`src/rtl/ff_pipe_pkg.sv`:
```
// ff_pipe_pkg
//   Shared helpers for the elastic register pipeline.
//   ff_clog2      : ceiling log2 as a constant function, usable in port widths
//   ff_occ_width  : width of a counter holding 0..depth, never less than 1
package ff_pipe_pkg;

    function automatic int ff_clog2(input int value);
        int result;
        result = 0;
        for (int w = value - 1; w > 0; w = w >> 1) begin
            result++;
        end
        return result;
    endfunction

    function automatic int ff_occ_width(input int depth);
        int w;
        w = ff_clog2(depth + 1);
        return (w < 1) ? 1 : w;
    endfunction

endpackage

```
`src/rtl/ff_pipe_stage.sv`:
```
// ff_pipe_stage
//   One stage of the elastic pipeline: a valid flop plus N data flops.
//   Ports:
//     clk_i        clock
//     rst_i        synchronous active-high reset (clears valid; data too if RST_DATA)
//     flush_i      clears valid, data untouched
//     load_i       stage takes src_valid_i (and src_data_i when that is valid)
//     src_valid_i  valid bit of the upstream source
//     src_data_i   data of the upstream source
//     valid_o      held valid bit
//     data_o       held data word
module ff_pipe_stage
    import ff_pipe_pkg::*;
#(
    parameter int N        = 64,
    parameter bit RST_DATA = 1'b0
) (
    input  logic         clk_i,
    input  logic         rst_i,
    input  logic         flush_i,
    input  logic         load_i,
    input  logic         src_valid_i,
    input  logic [N-1:0] src_data_i,
    output logic         valid_o,
    output logic [N-1:0] data_o
);

    logic         valid_q, valid_d;
    logic [N-1:0] data_q, data_d;

    // Data only captures real words, so bubbles moving through never toggle it.
    always_comb begin
        valid_d = valid_q;
        data_d  = data_q;
        if (flush_i) begin
            valid_d = 1'b0;
        end else if (load_i) begin
            valid_d = src_valid_i;
            if (src_valid_i) begin
                data_d = src_data_i;
            end
        end
    end

    always_ff @(posedge clk_i) begin
        if (rst_i) begin
            valid_q <= 1'b0;
            if (RST_DATA) begin
                data_q <= '0;
            end
        end else begin
            valid_q <= valid_d;
            data_q  <= data_d;
        end
    end

    assign valid_o = valid_q;
    assign data_o  = data_q;

endmodule

```
`src/rtl/ff_pipe.sv`:
```
// ff_pipe
//   Elastic register pipeline of DEPTH stages with valid/ready on both ends.
//   Interior bubbles collapse; a full pipe with out_ready=1 keeps accepting.
//   Ports:
//     CLK        clock, all logic on posedge
//     rst        synchronous active-high reset, beats flush and handshakes
//     flush      synchronous discard of all held words
//     in_valid   upstream word present on i
//     in_ready   pipeline accepts i this cycle (combinational ready chain)
//     i          input data
//     out_valid  word present on o
//     out_ready  downstream takes o this cycle
//     o          output data (last stage)
//     occupancy  number of valid stages, 0..DEPTH
module ff_pipe
    import ff_pipe_pkg::*;
#(
    parameter int N        = 64,
    parameter int DEPTH    = 4,
    parameter bit RST_DATA = 1'b0
) (
    input  logic                             CLK,
    input  logic                             rst,
    input  logic                             flush,
    input  logic                             in_valid,
    output logic                             in_ready,
    input  logic [N-1:0]                     i,
    output logic                             out_valid,
    input  logic                             out_ready,
    output logic [N-1:0]                     o,
    output logic [ff_occ_width(DEPTH)-1:0]   occupancy
);

    localparam int OCC_W = ff_occ_width(DEPTH);

    generate
        if (DEPTH < 1) begin : g_bad_depth
            $error("ff_pipe: DEPTH must be >= 1");
        end
        if (N < 1) begin : g_bad_width
            $error("ff_pipe: N must be >= 1");
        end
    endgenerate

    logic [DEPTH-1:0] v;
    logic [DEPTH:0]   ready;
    logic [N-1:0]     d [DEPTH];

    // A stage can load when it is empty or its own word is leaving this cycle.
    assign ready[DEPTH] = out_ready;

    for (genvar k = 0; k < DEPTH; k++) begin : g_stage
        assign ready[k] = !v[k] | ready[k+1];

        if (k == 0) begin : g_head
            ff_pipe_stage #(.N(N), .RST_DATA(RST_DATA)) u_stage (
                .clk_i       (CLK),
                .rst_i       (rst),
                .flush_i     (flush),
                .load_i      (ready[k]),
                .src_valid_i (in_valid),
                .src_data_i  (i),
                .valid_o     (v[k]),
                .data_o      (d[k])
            );
        end else begin : g_body
            ff_pipe_stage #(.N(N), .RST_DATA(RST_DATA)) u_stage (
                .clk_i       (CLK),
                .rst_i       (rst),
                .flush_i     (flush),
                .load_i      (ready[k]),
                .src_valid_i (v[k-1]),
                .src_data_i  (d[k-1]),
                .valid_o     (v[k]),
                .data_o      (d[k])
            );
        end
    end

    assign in_ready  = ready[0] & !flush;
    assign out_valid = v[DEPTH-1];
    assign o         = d[DEPTH-1];

    logic accept, take;
    assign accept = in_valid & in_ready;
    assign take   = out_valid & out_ready;

    logic [OCC_W-1:0] occ_q, occ_d;

    always_comb begin
        occ_d = occ_q;
        if (flush) begin
            occ_d = '0;
        end else if (accept && !take) begin
            occ_d = occ_q + OCC_W'(1);
        end else if (take && !accept) begin
            occ_d = occ_q - OCC_W'(1);
        end
    end

    always_ff @(posedge CLK) begin
        if (rst) begin
            occ_q <= '0;
        end else begin
            occ_q <= occ_d;
        end
    end

    assign occupancy = occ_q;

endmodule

```
`config.mk`:
```
export PLATFORM = sky130hd
export DESIGN_NAME = ff_pipe
export DESIGN_NICKNAME = d
export VERILOG_FILES = /design/src/rtl/ff_pipe_pkg.sv /design/src/rtl/ff_pipe_stage.sv /design/src/rtl/ff_pipe.sv
export SDC_FILE = /design/constraint.sdc
export NUM_CORES = 1
export LEC_CHECK = 0
export BUFFER_PORTS_ARGS = -buffer_cell sky130_fd_sc_hd__buf_2
export CAP_MARGIN = 20
export CORE_ASPECT_RATIO = 1.75
export CORE_MARGIN = 10
export CORE_UTILIZATION = 55
export DETAILED_ROUTE_END_ITERATION = 10
export GPL_ROUTABILITY_DRIVEN = 0
export PLACE_DENSITY = 0.78
export SYNTH_ARGS = -nofsm -noshare
export SYNTH_HDL_FRONTEND = slang
export SYNTH_SLANG_ARGS = --single-unit
```
`constraint.sdc`:
```
create_clock -name CLK -period 4.5 [get_ports CLK]
set_input_delay 0.225 -clock CLK [delete_from_list [all_inputs] [get_ports CLK]]
set_output_delay 0.225 -clock CLK [all_outputs]
set_load 0.05 [all_outputs]
```
# [Word-level counts from Yosys, hierarchy flattened]
# Index checks and enable logic that the tools add are counted.
[classes] addsub=2 mux=2 n_bitwise=9 n_reduce_logical=15
[ops] operator="$reduce_and 4->1" n=4
[ops] operator="$logic_not 1->1" n=7
[ops] operator="$mux 3" n=2
[ops] operator="$or 1x1->1" n=4
[ops] operator="$add 3x1->3 const B" n=1
[ops] operator="$and 1x1->1" n=3
[ops] operator="$sub 3x1->3 const B" n=1
[ops] operator="$logic_and 1x1->1" n=2
[ops] operator="$not 1->1" n=2
[ops] operator="$reduce_bool 2->1" n=1
[ops] operator="$reduce_or 2->1" n=1
[word_totals] ff_bits=263 inputBits=69 output_inout_bits=69 elab_cells=37

# [Longest topological paths before layout]
# Gate-level depths: netlist of the first run.
[depth] word_depth=11 mapped_depth=9 depth_no_buf=9

# [Cells and area by module]
# A second synthesis of the first run with hierarchy kept.
[unflattened] hier_cells=298 area_unflattened_um2=8074.0
[by_module_without_submodules] module="ff_pipe_stage" n_inst=4 cells_each=69 area_each_um2=1969.4 seq_area_each_um2=1941.9
[by_module_without_submodules] module="ff_pipe" n_inst=1 cells_each=22 area_each_um2=196.4 seq_area_each_um2=60.1

# [Worst setup path after synthesis of the first run]
# No wires, ideal clock.
[synth_path] path_kind="register -> register" startpoint="register g_stage[3].g_body.u_stage.valid_q" endpoint="register g_stage[0].g_head.u_stage.data_q[0], enable pin" arrival_ns=3.952 setup_slack_ns=0.040 stages_incl_launch_ff=3 path_buffers=0 cell_sequence="dfxtp_1 > and4b_4 > a21oi_1"
[synth_between] elab_chain_cells=6
[synth_lines] element="from (decl)" line_no="ff_pipe_stage.sv:28" source="logic valid_q, valid_d;"
[synth_lines] element="from (signal assigned)" line_no="ff_pipe_stage.sv:52" source="valid_q <= valid_d;"
[synth_lines] element="$logic_not 1->1" line_no="ff_pipe.sv:53" source="assign ready[k] = !v[k] | ready[k+1];"
[synth_lines] element="$or 1x1->1 (4 in a row)" line_no="ff_pipe.sv:53"
[synth_lines] element="$reduce_and 4->1 (no line)"
[synth_lines] element="to (signal assigned)" line_no="ff_pipe_stage.sv:53" source="data_q <= data_d;"
[synth_lines] element="to (decl)" line_no="ff_pipe_stage.sv:29" source="logic [N-1:0] data_q, data_d;"
# No other way between the ends.
# A chain may end at the register's enable or synchronous reset.

# [Worst setup path in the final report of the first run]
[layout_path] startpoint="register g_stage[3].g_body.u_stage.valid_q" endpoint="register occ_q[1], in the netlist occupancy[1]"
[layout_between] elab_chain_cells=10 word_cells_on_any_way=14 classes_between="mux: 1; bitwise: 7; reduce/logical: 6"
[layout_lines] element="$logic_not 1->1" line_no="ff_pipe.sv:53"
[layout_lines] element="$or 1x1->1 (4 in a row)" line_no="ff_pipe.sv:53"
[layout_lines] element="$and 1x1->1" line_no="ff_pipe.sv:80" source="assign in_ready = ready[0] & !flush;"
[layout_lines] element="$and 1x1->1" line_no="ff_pipe.sv:85" source="assign accept = in_valid & in_ready;"
[layout_lines] element="$logic_not 1->1" line_no="ff_pipe.sv:96" source="end else if (take && !accept) begin"
[layout_lines] element="$logic_and 1x1->1" line_no="ff_pipe.sv:96"
[layout_lines] element="$reduce_bool 2->1 (no line)"
[layout_lines] element="to (signal assigned)" line_no="ff_pipe.sv:103" source="occ_q <= '0;"
[layout_lines] element="to (signal assigned)" line_no="ff_pipe.sv:105" source="occ_q <= occ_d;"
[layout_lines] element="to (decl)" line_no="ff_pipe.sv:88" source="logic [OCC_W-1:0] occ_q, occ_d;"
# Several ways; a longest one is shown, not always the timed one.

==> results of run 1 <==
timing repair:
action	CTS	global route
setup endpoints to repair	0	0
hold buffers	67	0
endpoints found under the hold margin	66	0
registers in the layout, summed over array words and instances (netlist names):
name and flops:
g_stage.g_head.u_stage.data_o 64, occupancy 3, g_stage.g_body.u_stage.valid_o 3, g_stage.g_head.u_stage.valid_o 1
g_stage.g_body.u_stage.data_o 192
metal layers:
layer,part of all wire,GRT usage,vias up
met2,0.56,0.218,122
met4,0.040,0.0619,0
met3,0.077,0.0378,38
met5,0,0,-
met1,0.33,0.117,1682
li1,-,-,1644
worst max-delay path by stage:
stage / to / slack, ns / cells past startpoint
CTS: occupancy[1] / 1.89 / 9
global route: occupancy[1] / 1.71 / 9
detailed placement: g_stage[3].g_body.u_stage.data_o[17] / 2.08 / 4
global placement: g_stage[3].g_body.u_stage.data_o[17] / 2.26 / 4
floorplan: g_stage[0].g_head.u_stage.data_o[0] / 0.04 / 2
finish: occupancy[1] / 1.81 / 9
final cells by class:
class                      instances  area, um2  share of cell area
tap                              186        233              0.0226
sequential                       263       7830               0.759
multi-input combinational         30        230              0.0223
clock buffer                      26        544              0.0528
timing repair buffer             210       1410               0.137
clock inverter                     8       58.8             0.00570
inverter                           2       7.51            0.000728
power by group through the flow:
stage               Clock [mW]  Combinational [mW]  Sequential, mW
floorplan                    0              0.0189            2.77
CTS                       1.68               0.112            2.71
detailed placement           0              0.0659            2.76
global placement             0              0.0614            2.76
finish                    1.64               0.112            2.71
global route              1.78               0.121            2.71
worst reg2reg max path: stages, from the launching register on:
cell	delay (ns)
dfxtp_1	0.40
and4b_4	0.34
a21oi_2	0.08
and2_1	0.17
ha_1	0.22
inv_1	0.08
fa_1	0.43
mux2i_1	0.23
nor3_1	0.07
dlygate4sd3_1	0.56
cell usage in the layout, fill, tap and decap left out, types with 2 or more instances in the layout:
cell type and n:
clkbuf_1 5, dfxtp_1 7, nor2_4 2, nand2_1 6, clkbuf_16 21, xor2_1 2, inv_1 2, buf_2 137
clkinv_1 5, o21a_1 2, clkinv_2 2, nor3_1 2, edfxtp_1 256, dlygate4sd3_1 67, buf_4 5
cell families after synthesis:
kind of cell / Yosys count
DFF: 263
and+or+nand+nor: 18
muxes: 1
buffers and inverters: 66
xor gates and xnor gates: 2
AOI/OAI and AO/OA: 7
adders and majority gates: 2
==> impl_metrics.yaml, run 1 <==
cts:
  clk_latency_ns: 0.49
  cts_tree: "yes"
  clock_sinks: 263
  clk_pin_slew_worst_paths_ns: 0.06
  cts-resized-gates: 0
  post-cts-setup-buffers: 0
  h-tree-depth: 1
  cts_root_buffer: "clkbuf_16"
  clock_path_buffers: 3
  cts_buffers: 21
layout:
  layout-area-overhead-vs-synth_pct: 21.1
  antennaDiodeCount: 0
  num-nets-final: 599
  post-route-util: 0.674
  fin_cells: 725
  nFillCells: 992
  drive_above_1_share: 0.323
  final_area_um2: 10300
setup_path:
  critPathMaxFanout: 5
  cp_top_family: "adder cells"
  worstPathRequired_ns: 4.86
  path_cells: "and4b_4 > a21oi_2 > and2_1 > ha_1 > inv_1 > fa_1 > mux2i_1 > nor3_1 > dlygate4sd3_1"
  startpoint: "g_stage[3].g_body.u_stage.valid_o"
  cp_num_buf_inv: 2
  crit_slowest_cell: "dlygate4sd3_1"
  max_stage_delay_ns: 0.56
  worst-r2r-setup-slack_ns: 1.81
  rr_worst_depth: 9
  crit_arrival_ns: 3.06
  worst-setup-path-type: "reg2reg"
  r2r_start: "g_stage[3].g_body.u_stage.valid_o"
  end_kind: "register"
  reg2reg_to: "occupancy[1]"
  start_kind: "register"
route:
  wl_um: 13000
  firstDrtPassIters: 4
  ant_nets: 0
  vias_per_cell: 4.81
  drc: 0
  vias: 3486
  drtIter0Drc: 112
  wire_per_inst_um: 17.9
logic_synthesis:
  synth_edf_count: 256
  synth_compound_area_frac: 0.00573
  synth_ff_type: "edfxtp_1"
  synth_top_family_by_area: "buffers and inverters"
  async_flop_share: 0
  synthTopCellsByArea: "edfxtp_1 (90%), buf_4 (5.6%), dfxtp_1 (1.6%)"
  synth_top_area_frac: 0.902
  synth_cell_types: 24
  syn_inst: 359
  synth-seq-area-share: 0.919
  ys_ff_latch: 263
  synth_top_area_cell: "edfxtp_1"
  syn_avg_cell_area_um2: 23.7
  yosysMostFrequentCell: "edfxtp_1"
  synth-simple-area-share: 0.0110
  synth.mux.area_fraction: 0.00118
  synth_commonest_cells: "edfxtp_1 (256), buf_4 (64), dfxtp_1 (7)"
  syn-cell-area_um2: 8520
  synthesis.nets: 430
  synth_warnings: 0
  synthXorXnorAreaFrac: 0.00206
  synthAdderAreaFrac: 0.00382
grt:
  grt.total_usage: 0.120
  antenna_found_initial: 0
  overflow: 0
  grt_pass1_vias: 3819
  grt_pass1_wl_um: 19600
  grt_start_max_net_pins: 65
pwr:
  ir_drop_mv: 0.373
  p_seq_frac: 0.608
  clkPwrFrac: 0.367
  p_int_mw: 3.67
  totalPowerFinal_mw: 4.46
  leakage_nw: 3.62
  p_sw_uw: 784
  p_sw_frac: 0.176
  power_density_nw_per_um2: 432
  p_comb_frac: 0.025
timing:
  period_share: 0.599
  fmax_mhz: 371
  slew_violations: 0
  setup_slack_ns: 1.81
  finalClockSkew_ns: 0.0139
  rsz0062_at_grt: "false"
  hold_viol_final: 0
  setup_viol: 0
  holdWs_ns: 0.0538
  relSlewSlack: 0.464
  worst_pin_slew_ns: 0.801
  finalCriticalPeriod_ns: 2.69
  fin_tns_setup_ns: 0
hold_path:
  min_from: "in_valid"
  hold_path_class: "in2reg"
  whs_endpoint: "g_stage[0].g_head.u_stage.valid_o"
  hold_path_depth: 3
placed_design:
  pre_cts_ws_ns: 2.08
  place.port_buffers: 137
  post-place-cells: 623
  dpl.hpwl_um: 8470
  placed_area_um2: 9020
floorplan:
  die_x_um: 114
  start_util: 0.556
  row_count: 60
  die_h_um: 185
  boundaryPins: 138
  core_um2: 15300
  dieArea_um2: 21100
flow_run:
  max_cap_violations: 0
status:
  status: "completed"
Note: power is estimated with default switching activity, not from simulation.
==> inputs of run 2 (changes only) <==
- ABC_AREA: default -> 1
- CORE_UTILIZATION: 55 -> 50
- PLACE_DENSITY: 0.78 -> 0.75
- clock period: 4.5 -> 2.3 ns (I/O delays scaled with it)
==> run 2 against run 1 <==
  * Sequential power is 96% higher
  * Power increased by 110%
  * Sequential cell count unchanged
  * Critical path depth is 5 higher
  * Wire length up 9.3%
  * Cell area grew 3.1%
  * Synthesized cell count is 3.9% higher
  * Combinational power increased by 120%
  * Count of clock-buffer cells in the layout rose by 1
  * Critical path type unchanged
  * Largest power group unchanged
  * Highest routed layer unchanged
==> impl_metrics.yaml, run 2 <==
cts:
  cts_tree: "yes"
  clock_path_buffers: 3
  cts_root_buffer: "clkbuf_16"
  clock_sinks: 263
  clk_latency_ns: 0.49
  h-tree-depth: 1
  cts_buffers: 22
  clk_pin_slew_worst_paths_ns: 0.07
  post-cts-setup-buffers: 0
layout:
  mostFrequentLayoutCells: "edfxtp_1 (256), buf_2 (137), dlygate4sd3_1 (69)"
  final_common_cell: "edfxtp_1"
  num-nets-final: 616
  drive_above_1_share: 0.342
  layout-area-overhead-vs-synth_pct: 24.2
  antennaDiodeCount: 0
  largest_reg_flops: 192
  post-route-util: 0.631
route:
  vias_per_cell: 4.61
  vias: 3632
  ant_nets: 0
  drc: 0
  firstDrtPassIters: 4
  wl_um: 14200
  wire_per_inst_um: 18.0
  drtIter0Drc: 176
grt:
  busiest_layer: "met2"
  grt.total_usage: 0.122
  gr-usage-met1: 0.120
  grtUsageMet2: 0.229
  antenna_found_initial: 0
  grt_start_max_net_pins: 65
  grt_pass1_wl_um: 21900
  overflow: 0
  use_met3: 0.0318
  grt_pass1_vias: 4090
timing:
  fmax_mhz: 445
  fin_tns_setup_ns: 0
  holdWs_ns: 0.0684
  worst_pin_slew_ns: 0.479
  finalClockSkew_ns: 0.00936
  setup_viol: 0
  relSlewSlack: 0.681
  finalCriticalPeriod_ns: 2.25
  setup_slack_ns: 0.0543
  slew_violations: 0
  hold_viol_final: 0
  rsz0062_at_grt: "false"
  period_share: 0.976
logic_synthesis:
  syn-cell-area_um2: 8560
  synthesis.nets: 444
  synth_edf_count: 256
  syn_avg_cell_area_um2: 23.0
  ys_ff_latch: 263
  synth_top_area_frac: 0.898
  synth-seq-area-share: 0.914
  synth_commonest_cells: "edfxtp_1 (256), buf_4 (64), inv_1 (11), nand2_1 (11), dfxtp_1 (7)"
  synth_ff_type: "edfxtp_1"
  synthTopCellsByArea: "edfxtp_1 (90%), buf_4 (5.6%), dfxtp_1 (1.6%)"
  syn_inst: 373
  async_flop_share: 0
  synth_warnings: 0
  yosysMostFrequentCell: "edfxtp_1"
  synth_cell_types: 20
  synth_top_area_cell: "edfxtp_1"
placed_design:
  pre_cts_ws_ns: 0.253
  place.port_buffers: 137
  dpl.hpwl_um: 8390
setup_path:
  worstPathRequired_ns: 2.73
  crit_slowest_cell: "dfxtp_4"
  critPathMaxFanout: 4
  crit_arrival_ns: 2.67
  end_kind: "register"
  worst-setup-path-type: "reg2reg"
  start_kind: "register"
  cp_common_cell: "inv_1"
  path_cells: "inv_1 > nor2_2 > nand4_2 > nand2_2 > nor2_2 > ha_1 > inv_1 > fa_2 > inv_1 > nand2_1 > nand3_1 > nand2_1 > inv_1 > nor2_1"
  max_stage_delay_ns: 0.38
floorplan:
  start_util: 0.508
  die_x_um: 119
  core_um2: 16900
  dieArea_um2: 23000
  boundaryPins: 138
  die_h_um: 193
  row_count: 63
pwr:
  ir_drop_mv: 0.716
  leakage_nw: 3.73
  power_density_nw_per_um2: 891
hold_path:
  hold_path_class: "in2reg"
flow_run:
  max_cap_violations: 0
status:
  status: "completed"
[run 2: changes by cell type after synthesis, moves of 2 or more]
cell / change
inv_1: +9
nand2_1: +5
nand2_2: +2
nor2_1: +2
nor2_4: +2
o21a_1: -2
[run 2: final timing paths]
kind / startpoint / endpoint / slack [ns] / cells past startpoint
worst min register to register: g_stage[0].g_head.u_stage.data_o[50] / g_stage[1].g_body.u_stage.data_o[50] / 0.41 / 0
worst min-delay path: flush / g_stage[2].g_body.u_stage.valid_o / 0.07 / 4
worst max-delay path: g_stage[3].g_body.u_stage.valid_o / occupancy[2] / 0.05 / 14
worst max register to register: g_stage[3].g_body.u_stage.valid_o / occupancy[2] / 0.05 / 14
[run 2: per-layer routing]
metal  share of wire  wire [um]
met3           0.065        918
met2            0.56       7920
met4           0.044        619
met5               0          0
met1            0.33       4710
[run 2: cell type report]
class / instances / area (um2)
inverter: 12 / 48.8
tap: 227 / 284
timing repair buffer: 212 / 1450
fill: 1199 / 6230
clock buffer: 27 / 591
sequential: 263 / 7830
multi-input combinational: 34 / 244
clock inverter: 13 / 194
[run 2: power by group]
part,leakage (nW),switching [mW],internal [mW]
clock,0.373,1.54,2.40
sequential,2.37,0.0190,5.28
combinational,0.984,0.109,0.132
total,3.73,1.67,7.81
[run 2: repair_timing]
action                     in CTS  in global routing
hold buffers                   69                  0
hold endpoints to repair       68                  0
resized for setup               0                  3
setup endpoints to repair       0                  1
[run 2: metrics by stage]
step / power (mW) / std cells / cell area (um2)
floorplan: 5.45 / 373 / 8600
global placement: 5.52 / 679 / 9160
global route: 9.78 / 788 / 10600
CTS: 9.56 / 788 / 10600
finish: 9.48 / 788 / 10600
detailed placement: 5.54 / 679 / 9160
[run 2: worst max-delay path: cells and delay by family, from the launching register on]
family	cells	cell delay (ns)
flip-flops	1	0.38
adder cells (fa/ha/maj)	2	0.47
AND/OR/NAND/NOR	8	1.01
buffers and inverters	4	0.31
[run 2: cells by family after synthesis]
family,count (synthesis),share of synthesized area
buffers and inverters,76,0.0614
xor gates and xnor gates,1,0.00102
DFF,263,0.914
adders and majority gates,2,0.00380
and+or+nand+nor,26,0.0158
AOI/OAI and AO/OA,5,0.00395
